$ cat config.mk
export PLATFORM = sky130hd
export DESIGN_NAME = wb_uart
export DESIGN_NICKNAME = d
export VERILOG_FILES = /design/src/rtl/wb_uart.sv
export SDC_FILE = /design/constraint.sdc
export NUM_CORES = 1
export LEC_CHECK = 0
export ABC_CLOCK_PERIOD_IN_PS = 11750
export CORE_MARGIN = 5
export CORE_UTILIZATION = 57
export DETAILED_ROUTE_END_ITERATION = 8
export DONT_BUFFER_PORTS = 1
export PLACE_DENSITY = 0.8
export SETUP_SLACK_MARGIN = 0.5
export SLEW_MARGIN = 20
export SYNTH_ARGS = -nofsm -noshare
export SYNTH_HDL_FRONTEND = slang
export SYNTH_SLANG_ARGS = --single-unit
$ cat constraint.sdc
create_clock -name clk -period 11.75 [get_ports clk]
set_input_delay 0.5875 -clock clk [delete_from_list [all_inputs] [get_ports clk]]
set_output_delay 0.5875 -clock clk [all_outputs]
set_load 0.05 [all_outputs]
$ cat src/rtl/wb_uart.sv
// Wishbone B4 classic slave UART: TX byte FIFO into an 8N1 serialiser, 8N1 deserialiser into a
// one-entry holding register, and a programmable clocks-per-bit divisor.
module wb_uart #(
  parameter int unsigned DIV_RESET = 434,
  parameter int unsigned DIV_W     = 16,
  parameter int unsigned TX_DEPTH  = 8
) (
  input  logic        clk,
  input  logic        rst,
  input  logic        CYC,
  input  logic        STB,
  input  logic        WE,
  input  logic [31:0] ADR,
  input  logic [31:0] DAT_I,
  input  logic [2:0]  CTI_O,
  output logic [31:0] DAT_O,
  output logic        ACK,
  output logic        ERR,
  output logic        RTY,
  input  logic        rx,
  output logic        tx
);

  localparam int unsigned AW = $clog2(TX_DEPTH);
  localparam logic [AW:0] PtrOne = (AW + 1)'(1);
  localparam logic [DIV_W-1:0] DivOne = DIV_W'(1);
  localparam logic [DIV_W-1:0] DivMin = DIV_W'(2);

  typedef enum logic [1:0] {TxIdle, TxStart, TxData, TxStop} tx_state_e;
  typedef enum logic [2:0] {RxIdle, RxStart, RxData, RxStop, RxWait} rx_state_e;

  // Cycle type, low address bits and upper data bits carry no meaning for this slave.
  logic unused_bits;
  assign unused_bits = ^{CTI_O, ADR[31:4], ADR[1:0], DAT_I[31:DIV_W]};

  // ---------------------------------------------------------------------------------------------
  // Bus decode
  logic        ack_q, err_q;
  logic [31:0] dat_q, rd_mux;
  logic        req;
  logic [1:0]  sel;
  logic        wr_data, rd_data, wr_stat, wr_div;

  logic [DIV_W-1:0] div_q;
  logic             rx_valid_q, overrun_q, frame_err_q;
  logic [7:0]       rx_byte_q;
  logic             tx_empty, tx_full, tx_busy;

  // ACK/ERR gate the request so a held strobe terminates once per two cycles.
  assign req     = CYC & STB & ~ack_q & ~err_q;
  assign sel     = ADR[3:2];
  assign wr_data = req & WE & (sel == 2'd0);
  assign rd_data = req & ~WE & (sel == 2'd0);
  assign wr_stat = req & WE & (sel == 2'd1);
  assign wr_div  = req & WE & (sel == 2'd2);

  // Register read multiplexer
  always_comb begin
    rd_mux = '0;
    case (sel)
      2'd0:    rd_mux = {24'b0, rx_byte_q};
      2'd1:    rd_mux = {26'b0, frame_err_q, tx_busy, overrun_q, rx_valid_q, tx_empty, tx_full};
      2'd2:    rd_mux = 32'(div_q);
      default: rd_mux = '0;
    endcase
  end

  // Single-cycle termination and read data, registered one cycle after the request
  always_ff @(posedge clk or negedge rst) begin
    if (!rst) begin
      ack_q <= 1'b0;
      err_q <= 1'b0;
      dat_q <= '0;
    end else begin
      ack_q <= req & (sel != 2'd3);
      err_q <= req & (sel == 2'd3);
      dat_q <= (req & ~WE & (sel != 2'd3)) ? rd_mux : '0;
    end
  end

  assign DAT_O = dat_q;
  assign ACK   = ack_q;
  assign ERR   = err_q;
  assign RTY   = 1'b0;

  // Divisor register; anything below 2 would leave no room for a half-bit sample point
  always_ff @(posedge clk or negedge rst) begin
    if (!rst) begin
      div_q <= DIV_W'(DIV_RESET);
    end else if (wr_div) begin
      div_q <= (DAT_I[DIV_W-1:0] < DivMin) ? DivMin : DAT_I[DIV_W-1:0];
    end
  end

  // ---------------------------------------------------------------------------------------------
  // TX FIFO
  logic [AW:0] wr_ptr_q, rd_ptr_q;
  logic [7:0]  mem_q [TX_DEPTH];
  logic        tx_pop, tx_push;

  assign tx_empty = (wr_ptr_q == rd_ptr_q);
  assign tx_full  = (wr_ptr_q[AW] != rd_ptr_q[AW]) && (wr_ptr_q[AW-1:0] == rd_ptr_q[AW-1:0]);
  // A pop in the same cycle frees the slot, so a push to a full FIFO still lands.
  assign tx_push  = wr_data & (~tx_full | tx_pop);

  // FIFO storage
  always_ff @(posedge clk) begin
    if (tx_push) mem_q[wr_ptr_q[AW-1:0]] <= DAT_I[7:0];
  end

  // FIFO pointers
  always_ff @(posedge clk or negedge rst) begin
    if (!rst) begin
      wr_ptr_q <= '0;
      rd_ptr_q <= '0;
    end else begin
      if (tx_push) wr_ptr_q <= wr_ptr_q + PtrOne;
      if (tx_pop)  rd_ptr_q <= rd_ptr_q + PtrOne;
    end
  end

  // ---------------------------------------------------------------------------------------------
  // TX serialiser
  tx_state_e        tx_state_q, tx_state_d;
  logic [DIV_W-1:0] tx_cnt_q, tx_cnt_d, tx_div_q, tx_div_d;
  logic [2:0]       tx_bit_q, tx_bit_d;
  logic [7:0]       tx_shift_q, tx_shift_d;
  logic             tx_q, tx_d, tx_end;

  assign tx_end  = (tx_cnt_q == tx_div_q - DivOne);
  assign tx_busy = (tx_state_q != TxIdle);

  // TX next state; a frame start pops the FIFO and latches the divisor for the whole frame
  always_comb begin
    tx_state_d = tx_state_q;
    tx_cnt_d   = tx_cnt_q;
    tx_div_d   = tx_div_q;
    tx_bit_d   = tx_bit_q;
    tx_shift_d = tx_shift_q;
    tx_pop     = 1'b0;
    case (tx_state_q)
      TxIdle: begin
        if (!tx_empty) begin
          tx_pop     = 1'b1;
          tx_shift_d = mem_q[rd_ptr_q[AW-1:0]];
          tx_div_d   = div_q;
          tx_cnt_d   = '0;
          tx_state_d = TxStart;
        end
      end
      TxStart: begin
        if (tx_end) begin
          tx_cnt_d   = '0;
          tx_bit_d   = '0;
          tx_state_d = TxData;
        end else begin
          tx_cnt_d = tx_cnt_q + DivOne;
        end
      end
      TxData: begin
        if (tx_end) begin
          tx_cnt_d   = '0;
          tx_shift_d = {1'b0, tx_shift_q[7:1]};
          tx_bit_d   = tx_bit_q + 3'd1;
          if (tx_bit_q == 3'd7) tx_state_d = TxStop;
        end else begin
          tx_cnt_d = tx_cnt_q + DivOne;
        end
      end
      TxStop: begin
        if (tx_end) begin
          tx_cnt_d = '0;
          // Chain straight into the next start bit when more data is waiting.
          if (!tx_empty) begin
            tx_pop     = 1'b1;
            tx_shift_d = mem_q[rd_ptr_q[AW-1:0]];
            tx_div_d   = div_q;
            tx_state_d = TxStart;
          end else begin
            tx_state_d = TxIdle;
          end
        end else begin
          tx_cnt_d = tx_cnt_q + DivOne;
        end
      end
      default: tx_state_d = TxIdle;
    endcase
    // Registered line level follows the next state so tx has no combinational path.
    case (tx_state_d)
      TxStart: tx_d = 1'b0;
      TxData:  tx_d = tx_shift_d[0];
      default: tx_d = 1'b1;
    endcase
  end

  // TX state register
  always_ff @(posedge clk or negedge rst) begin
    if (!rst) begin
      tx_state_q <= TxIdle;
      tx_cnt_q   <= '0;
      tx_div_q   <= DIV_W'(DIV_RESET);
      tx_bit_q   <= '0;
      tx_shift_q <= '0;
      tx_q       <= 1'b1;
    end else begin
      tx_state_q <= tx_state_d;
      tx_cnt_q   <= tx_cnt_d;
      tx_div_q   <= tx_div_d;
      tx_bit_q   <= tx_bit_d;
      tx_shift_q <= tx_shift_d;
      tx_q       <= tx_d;
    end
  end

  assign tx = tx_q;

  // ---------------------------------------------------------------------------------------------
  // RX deserialiser
  rx_state_e        rx_state_q, rx_state_d;
  logic [DIV_W-1:0] rx_cnt_q, rx_cnt_d, rx_div_q, rx_div_d;
  logic [2:0]       rx_bit_q, rx_bit_d;
  logic [7:0]       rx_shift_q, rx_shift_d;
  logic             rx_meta_q, rx_sync_q, rx_prev_q;
  logic             rx_land, rx_ferr, rx_end, rx_half;

  // Two-flop synchroniser plus one delayed copy for falling-edge detection
  always_ff @(posedge clk or negedge rst) begin
    if (!rst) begin
      rx_meta_q <= 1'b1;
      rx_sync_q <= 1'b1;
      rx_prev_q <= 1'b1;
    end else begin
      rx_meta_q <= rx;
      rx_sync_q <= rx_meta_q;
      rx_prev_q <= rx_sync_q;
    end
  end

  assign rx_end  = (rx_cnt_q == rx_div_q - DivOne);
  assign rx_half = (rx_cnt_q == (rx_div_q >> 1));

  // RX next state; start is re-checked at half a bit, later samples land at bit centres
  always_comb begin
    rx_state_d = rx_state_q;
    rx_cnt_d   = rx_cnt_q;
    rx_div_d   = rx_div_q;
    rx_bit_d   = rx_bit_q;
    rx_shift_d = rx_shift_q;
    rx_land    = 1'b0;
    rx_ferr    = 1'b0;
    case (rx_state_q)
      RxIdle: begin
        if (rx_prev_q && !rx_sync_q) begin
          rx_cnt_d   = '0;
          rx_div_d   = div_q;
          rx_state_d = RxStart;
        end
      end
      RxStart: begin
        if (rx_half) begin
          rx_cnt_d   = '0;
          rx_bit_d   = '0;
          rx_state_d = rx_sync_q ? RxIdle : RxData;
        end else begin
          rx_cnt_d = rx_cnt_q + DivOne;
        end
      end
      RxData: begin
        if (rx_end) begin
          rx_cnt_d   = '0;
          rx_shift_d = {rx_sync_q, rx_shift_q[7:1]};
          rx_bit_d   = rx_bit_q + 3'd1;
          if (rx_bit_q == 3'd7) rx_state_d = RxStop;
        end else begin
          rx_cnt_d = rx_cnt_q + DivOne;
        end
      end
      RxStop: begin
        if (rx_end) begin
          rx_cnt_d = '0;
          if (rx_sync_q) begin
            rx_land    = 1'b1;
            rx_state_d = RxIdle;
          end else begin
            rx_ferr    = 1'b1;
            rx_state_d = RxWait;
          end
        end else begin
          rx_cnt_d = rx_cnt_q + DivOne;
        end
      end
      RxWait: begin
        if (rx_sync_q) rx_state_d = RxIdle;
      end
      default: rx_state_d = RxIdle;
    endcase
  end

  // RX state register
  always_ff @(posedge clk or negedge rst) begin
    if (!rst) begin
      rx_state_q <= RxIdle;
      rx_cnt_q   <= '0;
      rx_div_q   <= DIV_W'(DIV_RESET);
      rx_bit_q   <= '0;
      rx_shift_q <= '0;
    end else begin
      rx_state_q <= rx_state_d;
      rx_cnt_q   <= rx_cnt_d;
      rx_div_q   <= rx_div_d;
      rx_bit_q   <= rx_bit_d;
      rx_shift_q <= rx_shift_d;
    end
  end

  // Holding register and sticky error flags; a read coinciding with a landing byte is no overrun
  always_ff @(posedge clk or negedge rst) begin
    if (!rst) begin
      rx_valid_q  <= 1'b0;
      rx_byte_q   <= '0;
      overrun_q   <= 1'b0;
      frame_err_q <= 1'b0;
    end else begin
      if (rx_land) begin
        rx_valid_q <= 1'b1;
        if (!rx_valid_q || rd_data) rx_byte_q <= rx_shift_q;
      end else if (rd_data) begin
        rx_valid_q <= 1'b0;
      end
      if (rx_land && rx_valid_q && !rd_data) overrun_q <= 1'b1;
      else if (wr_stat && DAT_I[3])          overrun_q <= 1'b0;
      if (rx_ferr)                           frame_err_q <= 1'b1;
      else if (wr_stat && DAT_I[5])          frame_err_q <= 1'b0;
    end
  end

endmodule

==> metrics.csv, run 1 <==
metric,value,unit
status,"finished, final reports clean",
synthMuxAreaShare,12.21,%
dp_hpwl,14470,µm
setup_tns,0,ns
fmax,230.9,MHz
relSlewSlack,29.68,%
finClkSkew,0.01678,ns
firstDrtPassIters,5,
core_area,18710,µm²
antenna_found_initial,1,
grt_pass1_vias,6764,
reg2regPathDepth,9,
synth-async-reset-ratio,69.81,%
synth_fa_ha_area_share,1.848,%
synth_edf_count,64,
grt_max_degree,149,
synth_top_area_share,29.80,%
placed_area,10910,µm²
arrival,4.46,ns
drive_gt1_share,18.80,%
reg2reg_from,tx_div_q[0],
grt.total_usage,19.85,%
grt-ovfl-total,0,
r2r-end,mem_q[5][6],
syn_to_final_growth,7.969,%
cts_resized,0,
cts-root-buf,clkbuf_16,
rsz0062_at_grt,false,
wl_met2,10340,µm
cp_slowest_cell,nor4b_2,
htree_levels,1,
yosys-top-cells-area,"dfrtp_1, edfxtp_1, mux2_2",
grt_pass1_wl,35710,µm
wl_met3,1158,µm
syn-cell-area,10830,µm²
cts_buffers,23,
path_delay_family,simple AND/OR/NAND/NOR gates,
hold_viol_final,0,
vias_per_cell,6.052,
syn_inst,921,
num_rows,50,
worst_ep_required_time,11.88,ns
hold_buffers,1,
syn_avg_cell_area,11.76,µm²
yosysSeqAreaShare,52.14,%
fin_cells,1156,
cts_setup_buffers,0,
clk_latency,0.51,ns
hp-class,input port to asynchronous set/reset pin,
drt_iter0_markers,514,
p_leak,4.855,nW
pin_count,109,
crit_buf_inv,1,
top_layer,met4,
crit_fanout,9,
initial_core_util,57.92,%
io_buffers,0,
fp.dieH,147.9,µm
synth_warnings,0,
timing.max_cap.violations,0,
finalPower,2.651,mW
critPathKind,register to register,
synth_top_flop_cell,dfrtp_1,
dieWidth,147.9,µm
r2r_slack,7.42,ns
synth_compound_area_share,9.435,%
p_per_area,226.6,nW/µm²
met1_length,9648,µm
synthDistinctLibCells,77,
path_clk_slew,0.06,ns
cts_sinks,212,
synth_top_area_cell,dfrtp_1,
worstSetupStartpointType,register,
cts_tree,yes,
die_area,21860,µm²
final-setup-viol-count,0,
yosys.area_share.simple,14.93,%
dp_cells,1112,
cpPeakStageDelay,0.82,ns
min_period_over_period,36.86,%
drv_slew,0,
cts_buffer_depth,3,
period_needed,4.331,ns
synth_xor_area_share,5.255,%
crit_chain,inv_1 > ha_1 > or4b_4 > or3_1 > a221oi_4 > a41oi_4 > nor3_4 > o21ai_2 > nor4b_2,
routed_wl,21610,µm
synth.ff_latch_count,212,
wl_per_cell,18.69,µm
peakVddDrop,0.1154,mV
gp_congestion,0.8511,
dr_total_vias,6996,
final_area,11700,µm²
worstMarginPinSlew,1.053,ns
cp-end-kind,register,
drc_errors,0,
ant_nets,0,
nets,993,
synth_top_family_by_area,simple AND/OR/NAND/NOR gates,
[layer usage]
layer	track usage (%)	vias up
met5	0	-
met4	5.866	0
met3	3.066	39
met2	31.43	177
met1	28.71	3492
li1	-	3288
[Yosys cell counts (19+ instances only)]
cell      instances
mux2_2           49
dfrtp_1         129
inv_1            21
xor2_1           33
nor2_1           51
nand3_1          25
nand2_1          80
edfxtp_1         64
a21oi_1          22
nor4_1           21
clkbuf_1         34
and3_1           20
o21ai_0          41
dfstp_2          19
xnor2_1          32
mux2i_1          23
[where the power goes]
| group | internal [mW] | switching (mW) | total, mW |
|---|---|---|---|
| Clock | 0.424 | 0.284 | 0.708 |
| Combinational | 0.399 | 0.472 | 0.871 |
| Sequential | 0.885 | 0.187 | 1.07 |
[worst register-to-register path: stages (launching register included)]
cell	delay, ns
dfrtp_1	0.43
inv_1	0.10
ha_1	0.22
or4b_4	0.52
or3_1	0.41
a221oi_4	0.48
a41oi_4	0.30
nor3_4	0.41
o21ai_2	0.25
nor4b_2	0.83
[placed cells by master (no fill, tap or decap), types with 7 or more instances in the layout]
cell type / n
o21ai_0: 41
mux4_2: 16
a211oi_1: 10
ha_1: 16
and2_1: 10
a21o_1: 8
edfxtp_1: 64
a21oi_1: 22
clkbuf_16: 23
or4_1: 8
and3_1: 20
conb_1: 17
nor4_1: 20
nor3_1: 18
nand2_1: 80
nor2_1: 51
xor2_1: 33
mux2i_1: 23
mux2_2: 49
dfrtp_1: 129
or3_1: 8
nand3_1: 25
inv_1: 21
dfstp_2: 19
a31oi_1: 7
mux2_4: 9
a22o_1: 11
xnor2_1: 32
buf_4: 11
[through the flow]
stage	hold WS (ns)	setup WS (ns)	util [%]
after global routing	0.06581	7.089	62.54
final	0.06246	7.419	62.54
after CTS	0.07196	7.295	62.46
after detailed placement	0.3026	7.292	58.33
after global placement	0.3031	7.433	58.33
after floorplan	0.2919	7.796	-
[state kept, by name (all words and copies together) (netlist names), 3 cells and up]
register and count:
div_q 16, rd_ptr_q 4, rx_byte_q 8, wr_ptr_q 4, rx_div_q 16, tx_cnt_q 16, rx_state_q 3, rx_cnt_q 16
tx_div_q 16, rx_bit_q 3, DAT_O 16, mem_q 64, tx_shift_q 8, tx_bit_q 3, rx_shift_q 8
[how the worst max path moves through the flow]
stage / startpoint / end / slack [ns] / cells after the start
2_1_floorplan: tx_div_q[0] / mem_q[0][0] / 7.80 / 9
3_3_place_gp: tx_div_q[0] / mem_q[5][0] / 7.43 / 9
3_5_place_dp: tx_div_q[0] / mem_q[1][4] / 7.29 / 10
4_1_cts: tx_div_q[0] / mem_q[1][2] / 7.29 / 9
5_1_grt: tx_div_q[0] / mem_q[5][6] / 7.09 / 10
6_report: tx_div_q[0] / mem_q[5][6] / 7.42 / 9
[cell type report]
type | count | area, µm²
fill | 1353 | 7008
tap | 234 | 292.8
sequential | 212 | 5649
clock inverter | 9 | 105.1
inverter | 21 | 78.83
timing repair buffer | 12 | 110.1
clock buffer | 32 | 639.4
antenna | 2 | 5.005
multi-input combinational | 634 | 4817
[cell families (layout without fill, tap and decap cells)]
kind of cell / after synthesis / in the layout
AO/OA/AOI/OAI: 142 / 142
XOR/XNOR: 65 / 65
adder cells (fa/ha/maj): 16 / 16
buffers and inverters: 91 / 74
flip-flops: 212 / 212
multiplexers: 101 / 101
other: 1 / 19
AND/OR/NAND/NOR: 293 / 293
(Power assumes the default switching activity.)
==> run 2: changes to the inputs <==
--- a/config.mk
+++ b/config.mk
@@ -5,12 +5,13 @@
 export SDC_FILE = /design/constraint.sdc
 export NUM_CORES = 1
 export LEC_CHECK = 0
-export ABC_CLOCK_PERIOD_IN_PS = 11750
+export ABC_AREA = 1
+export ABC_CLOCK_PERIOD_IN_PS = 3500
 export CORE_MARGIN = 5
 export CORE_UTILIZATION = 57
 export DETAILED_ROUTE_END_ITERATION = 8
 export DONT_BUFFER_PORTS = 1
-export PLACE_DENSITY = 0.8
+export PLACE_DENSITY = 0.83
 export SETUP_SLACK_MARGIN = 0.5
 export SLEW_MARGIN = 20
 export SYNTH_ARGS = -nofsm -noshare
==> constraint.sdc (replaced) <==
create_clock -name clk -period 3.5 [get_ports clk]
set_input_delay 0.175 -clock clk [delete_from_list [all_inputs] [get_ports clk]]
set_output_delay 0.175 -clock clk [all_outputs]
set_load 0.05 [all_outputs]
==> run 2 against run 1 <==
Against the previous run:
- the run now ends with negative hold slack left
- routed wire length rose by 17%
- register-to-register slack got worse by 6.8 ns
- core utilization rose by 2.1 points
- total power rose to 2.7 times the previous value
- fmax rose by 49%
- critical path type unchanged
- die area rose by 1.9%
==> metrics.csv, run 2 <==
metric,value,unit,change
hp-class,input port to asynchronous set/reset pin,,
dr_total_vias,8936,,+28%
drc_errors,0,,unchanged
violations,negative hold slack,,
firstDrtPassIters,6,,+1
antenna_cells,0,,-2
worstMarginPinSlew,0.8108,ns,-0.2417 ns
setup_tns,0,ns,unchanged
drv_slew,0,,unchanged
num_rows,51,,+2.0%
period_needed,2.898,ns,-1.433 ns
cts_sinks,212,,unchanged
hold_buffers,22,,+21
initial_core_util,57.35,%,-0.57 points
syn_avg_cell_area,8.547,µm²,-27%
fin_hold_ws,-0.6554,ns,-0.7179 ns
synth.ff_latch_count,212,,unchanged
hold_viol_final,148,,+148
drive_gt1_share,11.03,%,-7.8 points
peakVddDrop,0.4781,mV,+310%
grt.total_usage,22.82,%,+3.0 points
drt_iter0_markers,886,,+72%
worst_ep_required_time,3.71,ns,-8.17 ns
syn-cell-area,11050,µm²,+2.0%
wl_per_cell,15.79,µm,-16%
final_util,64.60,%,+2.1 points
swShare,32.28,%,-3.3 points
fmax,345.1,MHz,+49%
p_seq_share,44.6,%,+4.2 points
grt_max_degree,149,,unchanged
setup_slack,0.6020,ns,-6.817 ns
routed_wl,25370,µm,+17%
layout_common_cells,"nand2_1, inv_1, nor2_1",,
min_period_over_period,82.80,%,+46 points
antenna_found_initial,0,,-1
clk_latency,0.52,ns,about the same
fill_cells,1484,,+9.7%
io_buffers,0,,unchanged
syn_to_final_growth,12.65,%,
dp_slack,0.5078,ns,-6.785 ns
grt_pass1_wl,41750,µm,+17%
yosysSeqAreaShare,51.12,%,-1.0 points
cts_tree,yes,,
yosysMostFrequentCell,nand2_1,,
final-setup-viol-count,0,,unchanged
synth_edf_count,64,,unchanged
synth_top_flop_cell,dfrtp_1,,
p_per_area,566.9,nW/µm²,+150%
multi_input_area,4733,µm²,-1.7%
critPathKind,register to register,,
dp_hpwl,16790,µm,+16%
nets,1414,,+42%
die_area,22270,µm²,+1.9%
largest_reg_flops,64,,unchanged
cts_buffer_depth,3,,unchanged
yosys-top-cells-area,"dfrtp_1, edfxtp_1, nand2_1",,
crit_fanout,12,,+3
vias_per_cell,5.561,,-8.1%
core_area,19270,µm²,+3.0%
synth-async-reset-ratio,69.81,%,unchanged
synthTopCellsByCount,"nand2_1, inv_1, nor2_1",,
p_int,4.779,mW,+180%
pwr-share-clk,35.7,%,+9.0 points
path_clk_slew,0.06,ns,about the same
grt-ovfl-total,0,,unchanged
worstSetupStartpointType,register,,
syn_inst,1293,,+40%
layout_commonest_cell,nand2_1,,
timing.max_cap.violations,0,,unchanged
rsz0062_at_grt,true,,
synthDistinctLibCells,43,,-44%
synth_top_area_cell,dfrtp_1,,
p_switching,2.278,mW,+140%
pin_count,109,,unchanged
cp-end-kind,register,,
grt_pass1_vias,8687,,+28%
gp_congestion,0.8777,,+3.1%
status,"finished, violations left",,
cts_buffers,23,,unchanged
arrival,3.11,ns,-1.35 ns
p_leak,5.294,nW,+9.0%
register_area,5649,µm²,unchanged
synth_warnings,0,,unchanged
cts-root-buf,clkbuf_16,,
finClkSkew,0.01959,ns,+0.002802 ns
p_comb_share,19.7,%,-13 points
htree_levels,1,,unchanged
fp.dieH,149.2,µm,+0.93%
relSlewSlack,45.89,%,+16 points
dieWidth,149.2,µm,+0.93%
ant_nets,0,,unchanged
synth_top_area_share,29.21,%,-0.59 points
## run 2: cell count changes after synthesis, moves of 13 or more
cell	previous run	this run
nand2_1	80	283
inv_1	21	140
o21ai_0	41	134
nor2_1	51	135
mux2_2	49	0
nand3_1	25	59
o22ai_1	0	30
mux2i_1	23	0
xor2_1	33	54
and3_1	20	0
mux4_2	16	0
nor2_2	0	15
xnor2_1	32	18
nand2_2	0	13
## run 2: area by class of cell
cell class	instances	area share, %
clock buffers	27	4.905
clock inverters	15	1.538
inverters	145	4.372
multi-input cells	899	38.02
flip-flops and latches	212	45.38
well taps	265	2.663
repair buffers	44	3.126
## run 2: logic make-up after synthesis
logic type | count (synthesis) | share of synthesized area, %
AND/OR/NAND/NOR | 577 | 22.96
AO/OA/AOI/OAI | 217 | 10.86
flip-flops | 212 | 51.12
buffers and inverters | 198 | 7.517
XOR/XNOR | 72 | 5.706
adder cells (fa/ha/maj) | 16 | 1.811
other | 1 | 0.03393
## run 2: worst paths after layout
path                       depth (start not counted)         from       endpoint  slack (ns)
max                                               17  tx_div_q[1]    mem_q[3][0]        0.60
min                                                0          rst  rx_shift_q[3]       -0.66
max reg2reg                                       17  tx_div_q[1]    mem_q[3][0]        0.60
min reg2reg                                        0    rx_meta_q      rx_sync_q        0.36
max in group asynchronous                          0          rst    tx_div_q[1]        3.80
min in group clk                                   3       ADR[2]       DAT_O[7]           0
## run 2: metrics by stage
step / hold slack (ns) / std cells / instance area (µm²) / power, mW
after detailed placement: -0.1149 / 1542 / 11320 / 4.424
after global routing: -0.6690 / 1607 / 12450 / 7.417
after CTS: -0.6677 / 1606 / 12340 / 6.986
after floorplan: -0.1206 / 1309 / 11110 / 4.137
final: -0.6554 / 1607 / 12450 / 7.057
after global placement: -0.1148 / 1542 / 11320 / 4.367
## run 2: power by group through the flow
| stage | clock network (mW) | logic [mW] | registers [mW] |
|---|---|---|---|
| detailed placement | 0 | 1.28 | 3.15 |
| global route | 2.66 | 1.58 | 3.18 |
| CTS | 2.55 | 1.33 | 3.11 |
| global placement | 0 | 1.23 | 3.14 |
| floorplan | 0 | 1.09 | 3.05 |
| finish | 2.52 | 1.39 | 3.15 |
## run 2: critical path, stage by stage (launching register included)
cell and delay (ns):
dfstp_2 0.53, inv_1 0.05, ha_2 0.32, nor2_1 0.04, nor2_1 0.09, nand2_1 0.08, nor2_1 0.12, nand2_1 0.06
nor2_1 0.08, nand3_1 0.11, nor2_4 0.14, nand3_2 0.10, nand2_4 0.10, nand2_4 0.09, nand2_4 0.10, nand2_4 0.13
nor4_2 0.20, buf_4 0.23
## run 2: repair_timing
item / 4_1_cts / 5_1_grt
resized for setup: 0 / 17
buffers inserted: 0 / 1
setup endpoints to repair: 0 / 88
hold endpoints to repair: 235 / 148
## run 2: per-layer routing
layer  global-route usage [%]  routed length, µm
met2                    38.49              12410
met4                    7.826                769
met3                    3.737               1756
met1                    30.15              10430
met5                        0                  0
